$ cat src/rtl/spi_pkg.sv
// Shared types and frame constants for the SPI register slave.
package spi_pkg;

   typedef enum logic [1:0] {
      ST_IDLE,
      ST_CMD,
      ST_DATA,
      ST_DONE
   } spi_state_e;

   localparam int FRAME_BITS = 16;
   localparam int CMD_BITS   = 8;
   localparam int CMD_RW_BIT = 7;
   localparam int ADDR_W     = 7;
   localparam int CNT_W      = 5;

endpackage

$ cat src/rtl/spi_sync_edge.sv
// Multi-stage synchronizer with registered rise/fall pulse outputs.
module spi_sync_edge #(
   parameter int   SYNC_STAGES = 2,
   parameter logic RST_VAL     = 1'b0
)(
   input  logic i_clk,
   input  logic i_rst_n,
   input  logic i_async,
   output logic o_rise,
   output logic o_fall
);

   logic [SYNC_STAGES-1:0] r_sync;
   logic                   r_prev;
   logic                   w_lvl;

   assign w_lvl = r_sync[SYNC_STAGES-1];

   always_ff @(posedge i_clk or negedge i_rst_n) begin
      if (!i_rst_n) begin
         r_sync <= {SYNC_STAGES{RST_VAL}};
         r_prev <= RST_VAL;
         o_rise <= 1'b0;
         o_fall <= 1'b0;
      end else begin
         r_sync <= {r_sync[SYNC_STAGES-2:0], i_async};
         r_prev <= w_lvl;
         o_rise <= w_lvl & ~r_prev;
         o_fall <= ~w_lvl & r_prev;
      end
   end

endmodule

$ cat src/rtl/spi_reg_slave.sv
// SPI slave terminating 16-bit cmd/data frames into an 8-bit register file.
// Optional SPI_REG_SLAVE_ERR_EN adds abort flag and saturating abort counter.
//
// state   | meaning
// IDLE    | SS_n high or waiting for a fresh SS_n falling edge
// CMD     | shifting in the command byte
// DATA    | shifting write data in, or read shadow out on MISO
// DONE    | frame complete, SCLK ignored until SS_n rises
module spi_reg_slave
   import spi_pkg::*;
#(
   parameter int CPOL        = 0,
   parameter int CPHA        = 0,
   parameter int NREGS       = 8,
   parameter int SYNC_STAGES = 2
)(
   input  logic               PCLK,
   input  logic               PRESETn,
   input  logic               SCLK,
   input  logic               SS_n,
   input  logic               MOSI,
   output logic               MISO,
   output logic               MISO_OE,
   output logic [NREGS*8-1:0] regs_o,
   output logic               wr_strobe,
   output logic [6:0]         wr_addr,
   output logic [7:0]         wr_data
`ifdef SPI_REG_SLAVE_ERR_EN
   ,
   output logic               err_o,
   output logic [7:0]         err_cnt_o
`endif
);

   logic w_sclk_rise, w_sclk_fall, w_ss_rise, w_ss_fall;
   logic w_lead, w_trail, w_sample, w_shift, w_mosi;
   logic [SYNC_STAGES-1:0] r_mosi_sync;

   spi_sync_edge #(.SYNC_STAGES(SYNC_STAGES), .RST_VAL(1'(CPOL))) u_sync_sclk (
      .i_clk   (PCLK),
      .i_rst_n (PRESETn),
      .i_async (SCLK),
      .o_rise  (w_sclk_rise),
      .o_fall  (w_sclk_fall)
   );

   // SS_n resets low so a select already held after reset never looks like a fresh fall.
   spi_sync_edge #(.SYNC_STAGES(SYNC_STAGES), .RST_VAL(1'b0)) u_sync_ss (
      .i_clk   (PCLK),
      .i_rst_n (PRESETn),
      .i_async (SS_n),
      .o_rise  (w_ss_rise),
      .o_fall  (w_ss_fall)
   );

   always_ff @(posedge PCLK or negedge PRESETn) begin
      if (!PRESETn) r_mosi_sync <= '0;
      else          r_mosi_sync <= {r_mosi_sync[SYNC_STAGES-2:0], MOSI};
   end

   assign w_mosi   = r_mosi_sync[SYNC_STAGES-1];
   assign w_lead   = (CPOL != 0) ? w_sclk_fall : w_sclk_rise;
   assign w_trail  = (CPOL != 0) ? w_sclk_rise : w_sclk_fall;
   assign w_sample = (CPHA != 0) ? w_trail : w_lead;
   assign w_shift  = (CPHA != 0) ? w_lead  : w_trail;

   spi_state_e        r_state, w_state_nxt;
   logic [CNT_W-1:0]  r_cnt, w_cnt_nxt;
   logic [7:0]        r_sr, w_sr_nxt;
   logic [7:0]        r_shadow, w_shadow_nxt;
   logic              r_rd, w_rd_nxt;
   logic [ADDR_W-1:0] r_addr, w_addr_nxt;
   logic              r_miso, w_miso_nxt;
   logic              r_oe, w_oe_nxt;
   logic              r_wr_strobe, w_wr_strobe_nxt;
   logic [ADDR_W-1:0] r_wr_addr, w_wr_addr_nxt;
   logic [7:0]        r_wr_data, w_wr_data_nxt;
   logic              w_commit;
   logic [7:0]        w_rd_val;
   logic              w_addr_hit;
   logic [7:0]        r_regs [NREGS];

   // Out-of-range addresses simply find no match: reads return 0, writes miss.
   always_comb begin
      w_rd_val = '0;
      for (int k = 0; k < NREGS; k++)
         if (r_sr[ADDR_W-1:0] == ADDR_W'(k)) w_rd_val = r_regs[k];
   end

   always_comb begin
      w_addr_hit = 1'b0;
      for (int k = 0; k < NREGS; k++)
         if (r_addr == ADDR_W'(k)) w_addr_hit = 1'b1;
   end

   always_comb begin
      w_state_nxt     = r_state;
      w_cnt_nxt       = r_cnt;
      w_sr_nxt        = r_sr;
      w_shadow_nxt    = r_shadow;
      w_rd_nxt        = r_rd;
      w_addr_nxt      = r_addr;
      w_miso_nxt      = r_miso;
      w_oe_nxt        = r_oe;
      w_wr_strobe_nxt = 1'b0;
      w_wr_addr_nxt   = r_wr_addr;
      w_wr_data_nxt   = r_wr_data;
      w_commit        = 1'b0;
      case (r_state)
         ST_IDLE: begin
            if (w_ss_fall) begin
               w_state_nxt = ST_CMD;
               w_cnt_nxt   = '0;
               w_sr_nxt    = '0;
               w_oe_nxt    = 1'b1;
               w_miso_nxt  = 1'b0;
            end
         end
         ST_CMD: begin
            if (w_ss_rise) begin
               w_state_nxt = ST_IDLE;
               w_oe_nxt    = 1'b0;
               w_miso_nxt  = 1'b0;
            end else if (r_cnt == CNT_W'(CMD_BITS)) begin
               w_state_nxt  = ST_DATA;
               w_rd_nxt     = r_sr[CMD_RW_BIT];
               w_addr_nxt   = r_sr[ADDR_W-1:0];
               w_shadow_nxt = r_sr[CMD_RW_BIT] ? w_rd_val : 8'h00;
               w_sr_nxt     = '0;
            end else if (w_sample) begin
               w_sr_nxt  = {r_sr[6:0], w_mosi};
               w_cnt_nxt = r_cnt + CNT_W'(1);
            end
         end
         ST_DATA: begin
            // SS_n rise is checked first so a simultaneous 16th sample never commits.
            if (w_ss_rise) begin
               w_state_nxt = ST_IDLE;
               w_oe_nxt    = 1'b0;
               w_miso_nxt  = 1'b0;
            end else if (r_cnt == CNT_W'(FRAME_BITS)) begin
               w_state_nxt = ST_DONE;
               w_miso_nxt  = 1'b0;
               if (!r_rd && w_addr_hit) begin
                  w_commit        = 1'b1;
                  w_wr_strobe_nxt = 1'b1;
                  w_wr_addr_nxt   = r_addr;
                  w_wr_data_nxt   = r_sr;
               end
            end else begin
               if (w_sample) begin
                  w_sr_nxt  = {r_sr[6:0], w_mosi};
                  w_cnt_nxt = r_cnt + CNT_W'(1);
               end
               if (w_shift && r_rd) begin
                  w_miso_nxt   = r_shadow[7];
                  w_shadow_nxt = {r_shadow[6:0], 1'b0};
               end
            end
         end
         ST_DONE: begin
            w_miso_nxt = 1'b0;
            if (w_ss_rise) begin
               w_state_nxt = ST_IDLE;
               w_oe_nxt    = 1'b0;
            end
         end
         default: w_state_nxt = ST_IDLE;
      endcase
   end

   always_ff @(posedge PCLK or negedge PRESETn) begin
      if (!PRESETn) begin
         r_state     <= ST_IDLE;
         r_cnt       <= '0;
         r_sr        <= '0;
         r_shadow    <= '0;
         r_rd        <= 1'b0;
         r_addr      <= '0;
         r_miso      <= 1'b0;
         r_oe        <= 1'b0;
         r_wr_strobe <= 1'b0;
         r_wr_addr   <= '0;
         r_wr_data   <= '0;
      end else begin
         r_state     <= w_state_nxt;
         r_cnt       <= w_cnt_nxt;
         r_sr        <= w_sr_nxt;
         r_shadow    <= w_shadow_nxt;
         r_rd        <= w_rd_nxt;
         r_addr      <= w_addr_nxt;
         r_miso      <= w_miso_nxt;
         r_oe        <= w_oe_nxt;
         r_wr_strobe <= w_wr_strobe_nxt;
         r_wr_addr   <= w_wr_addr_nxt;
         r_wr_data   <= w_wr_data_nxt;
      end
   end

   always_ff @(posedge PCLK or negedge PRESETn) begin
      if (!PRESETn) begin
         for (int k = 0; k < NREGS; k++) r_regs[k] <= '0;
      end else if (w_commit) begin
         for (int k = 0; k < NREGS; k++)
            if (r_addr == ADDR_W'(k)) r_regs[k] <= r_sr;
      end
   end

   always_comb begin
      regs_o = '0;
      for (int k = 0; k < NREGS; k++) regs_o[8*k +: 8] = r_regs[k];
   end

   assign MISO      = r_miso;
   assign MISO_OE   = r_oe;
   assign wr_strobe = r_wr_strobe;
   assign wr_addr   = r_wr_addr;
   assign wr_data   = r_wr_data;

`ifdef SPI_REG_SLAVE_ERR_EN
   logic       w_abort, w_complete, r_err;
   logic [7:0] r_err_cnt;

   assign w_abort    = w_ss_rise && (r_state == ST_CMD || r_state == ST_DATA);
   assign w_complete = !w_ss_rise && r_state == ST_DATA && r_cnt == CNT_W'(FRAME_BITS);

   always_ff @(posedge PCLK or negedge PRESETn) begin
      if (!PRESETn) begin
         r_err     <= 1'b0;
         r_err_cnt <= '0;
      end else if (w_abort) begin
         r_err <= 1'b1;
         if (r_err_cnt != 8'hFF) r_err_cnt <= r_err_cnt + 8'd1;
      end else if (w_complete) begin
         r_err <= 1'b0;
      end
   end

   assign err_o     = r_err;
   assign err_cnt_o = r_err_cnt;
`endif

endmodule
$ cat config.mk
export PLATFORM = sky130hd
export DESIGN_NAME = spi_reg_slave
export DESIGN_NICKNAME = d
export VERILOG_FILES = /design/src/rtl/spi_pkg.sv /design/src/rtl/spi_sync_edge.sv /design/src/rtl/spi_reg_slave.sv
export SDC_FILE = /design/constraint.sdc
export NUM_CORES = 1
export LEC_CHECK = 0
export BUFFER_PORTS_ARGS = -buffer_cell sky130_fd_sc_hd__clkbuf_2
export CORE_MARGIN = 1.5
export CORE_UTILIZATION = 52
export CTS_CLUSTER_DIAMETER = 100
export DETAILED_ROUTE_END_ITERATION = 16
export PLACE_DENSITY = 0.72
export SYNTH_ARGS = -nofsm -noshare
export SYNTH_HDL_FRONTEND = slang
export SYNTH_SLANG_ARGS = --single-unit
$ cat constraint.sdc
create_clock -name PCLK -period 2.2 [get_ports PCLK]
set_clock_uncertainty 0.05 [all_clocks]
set_input_delay 0 -clock PCLK [delete_from_list [all_inputs] [get_ports PCLK]]
set_output_delay 0 -clock PCLK [all_outputs]
set_load 0.005 [all_outputs]
==> flow_metrics.tcl <==
set metrics [dict create \
    antenna_cells_inserted 0 \
    place_area_sq_mm 0.006910 \
    wl_met1_microns 7220 \
    regToRegStartpoint "r_state[0]" \
    synth-main-ff-cell "sky130_fd_sc_hd__dfrtp_1" \
    totalNegativeSetupSlack_ns 0 \
    clock_tree.buffer_depth 2 \
    maxSlewHeadroom_pct 62.76 \
    layout_worst_path_cycle_share_pct 97.04 \
    fillers 874 \
    wl_met2_microns 7666 \
    antenna_violations_before_repair 0 \
    drt_iter0_drc 415 \
    top_level_ports 87 \
    routed_wirelength_microns 16140 \
    placement.io_buffers 86 \
    rr_endpoint "regs_o[2]" \
    max_freq_ghz 0.4684 \
    count_of_clock_tree_sinks 125 \
    met3WireLength_microns 953 \
    routed.top_layer "met4" \
    cts_inserted_buffers 17 \
    synth-compound-area-share_pct 13.81 \
    cp_data_arrival_time_ns 2.37 \
    grt_start_max_net_pins 57 \
    path_class "reg -> reg" \
    ff_latch_area_sq_mm 0.003128 \
    avgRoutedWirePerCell_microns 19.86 \
    path_clk_slew_ns 0.06 \
    synth_async_sr_flop_share_pct 100.0 \
    power-per-cell-area_mw_per_mm2 850.2 \
    firstDrtPassIters 5 \
    yosys_register_bits 125 \
    timing_hold_violations_final 0 \
    post_syn_area_per_cell_sq_um 11.27 \
    core-area_sq_mm 0.01147 \
    cts.root.buffer_cell "sky130_fd_sc_hd__clkbuf_16" \
    tritoncts_clock_tree "built" \
    muxShareOfSynthArea_pct 15.98 \
    ant_nets 0 \
    synth_enable_flop_cells 0 \
    finalPower_mw 6.480 \
    max-cap-violations 0 \
    synthToLayoutAreaGrowth_pct 23.70 \
    die_width_microns 111.9 \
    static-leakage-power_nw 3.674 \
    yosys.area_share.adder_pct 1.624 \
    die_area_sq_mm 0.01251 \
    clkLatencyLatePin_ns 0.41 \
    dp_slack_ns 0.06825 \
    gr-usage-all-layers_pct 26.77 \
    dpl.cell_count 773 \
    drcViolationCount 0 \
    worstRegToRegCells 6 \
    combinational_family_with_the_most_area_after_synthesis "multiplexers" \
    syn-num-nets 560 \
    crit_start "r_state[0]" \
    final_cells 813 \
    final.min_clock_period_ns 2.135 \
    start_util_pct 53.74 \
    yosys.area_share.xor_xnor_pct 0 \
    worstPathRequired_ns 2.44 \
    setup.worst_path.end "regs_o[2]" \
    rows 39 \
    mappedNetlistArea_sq_mm 0.006162 \
    place.detailed.hpwl_microns 10850 \
    multiInputGateArea_sq_mm 0.002864 \
    layout.cell_area.non_filler_sq_mm 0.007622 \
    synth_sequential_area_ratio_pct 50.76 \
    detailed_route_via_count 4975 \
    post_drt_via_cell_ratio 6.119 \
    grt_first_pass_wirelength_microns 26440 \
    timing.critical_path.from_type "flip-flop" \
    ys_warn_count 0 \
    worst-slew-pin-transition_ns 0.5585 \
    r2r_slack_ns 0.07 \
    chipHeight_microns 111.9 \
    worst_case_setup_margin_in_the_final_layout_ns 0.06520 \
    num-nets-final 670 \
    status "finished clean" \
    global_route.overflow_total 0 \
    number_of_global_route_vias_before_repair 4962 \
    cts_max_level 4 \
    ir_drop_v 0.0006605 \
    cp_max_fo 8 \
    setup.worst_path.end_class "flip-flop" \
    synth_cells 547 \
    drive_gt1_share_pct 38.51 \
    hold_path.class "in -> async" \
    place.gp.congestion 0.9403 \
    ys_types 64 \
    finalSetupViolations 0 \
    final-max-slew-violation-count 0 \
    synth_simple_gate_area_share_pct 14.34 \
]
[routing by layer]
layer,up-vias,global-route usage (%)
met2,221,42.40
met5,-,0
met1,2495,36.79
met4,0,10.63
met3,27,4.845
li1,2232,-
[Yosys cell counts (all sizes together), types with 8 or more instances]
library cell,count,area (sq um)
a21oi,17,85.08
buf,10,60.06
clkbuf,32,121.4
dfrtp,125,3128
ha,8,100.1
inv,9,33.78
mux2,73,852.1
mux2i,11,110.1
nand2,61,229.0
nand3,23,125.1
nor2,15,56.30
nor2b,13,81.33
nor3,11,87.58
o21ai,25,125.1
o21bai,8,63.81
o2bb2ai,8,70.07
[metrics by stage]
stage	util, %	hold WS (ns)
after floorplan	-	-0.3456
after global placement	60.26	-0.02981
after detailed placement	60.26	-0.02830
after CTS	65.71	0.08475
after global routing	66.47	0.1176
final	66.47	0.07436
[sequential cells by signal, summed over array words and instances, names as in the netlist]
name and flops:
u_sync_ss.r_sync 2, r_rd 1, regs_o 64, u_sync_ss.o_rise 1, wr_data 8, r_sr 8, u_sync_sclk.o_fall 1, u_sync_sclk.r_prev 1
u_sync_sclk.o_rise 1, u_sync_ss.r_prev 1, u_sync_sclk.r_sync 2, r_shadow 8, u_sync_ss.o_fall 1, wr_addr 7, r_addr 7, r_state 2
MISO_OE 1, r_mosi_sync 2, wr_strobe 1, r_cnt 5, MISO 1
[worst min path at each step]
stage | slack (ns) | to | startpoint
CTS | 0.08 | regs_o[57] | PRESETn
global route | 0.12 | regs_o[54] | PRESETn
finish | 0.07 | regs_o[54] | PRESETn
floorplan | -0.35 | MISO | PRESETn
detailed placement | -0.03 | regs_o[55] | PRESETn
global placement | -0.03 | regs_o[55] | PRESETn
[cell families after synthesis]
logic type                 after synthesis
AOI/OAI and AO/OA                      118
adders and majority gates                8
buffers and inverters                   51
DFF                                    125
muxes                                   85
and+or+nand+nor                        160
[cell type report]
cell class	count	area share, %
flip-flops and latches	125	41.04
multi-input cells	371	37.57
repair buffers	133	10.93
clock buffers	18	5.762
well taps	143	2.347
clock inverters	14	1.904
inverters	9	0.4432
[where the power goes]
| group | switching, mW | leakage (nW) | internal (mW) | total (mW) |
|---|---|---|---|---|
| logic | 0.802 | 1.67 | 0.496 | 1.30 |
| registers | 0.0552 | 1.72 | 2.36 | 2.41 |
| clock network | 1.14 | 0.286 | 1.63 | 2.77 |
[timing repair]
action | CTS | global route
hold endpoints to repair | 56 | 0
endpoints found under the setup margin | 0 | 46
buffers inserted | 0 | 4
gates resized for setup | 0 | 10
hold buffers | 4 | 0
[worst max-delay path, stage by stage, from the launching register on]
cell and delay (ns):
sky130_fd_sc_hd__dfrtp_1 0.38, sky130_fd_sc_hd__inv_2 0.09, sky130_fd_sc_hd__ha_4 0.13, sky130_fd_sc_hd__nor4b_4 0.28, sky130_fd_sc_hd__nand3_2 0.12, sky130_fd_sc_hd__or4_4 0.62
sky130_fd_sc_hd__mux2_4 0.34
[placed cells by master (no fill, tap or decap), drive strengths merged, types with 7 or more instances in the layout]
| master | count |
|---|---|
| dfrtp | 125 |
| clkbuf | 103 |
| mux2 | 73 |
| nand2 | 61 |
| buf | 44 |
| o21ai | 25 |
| nand3 | 23 |
| inv | 19 |
| a21oi | 17 |
| nor2 | 15 |
| nor2b | 13 |
| mux2i | 11 |
| nor3 | 11 |
| o2bb2ai | 8 |
| o21bai | 8 |
| ha | 8 |
| a221o | 7 |
| o2111ai | 7 |
| o31ai | 7 |
| a221oi | 7 |
| and2 | 7 |
Power figures use the tool's default switching activity.
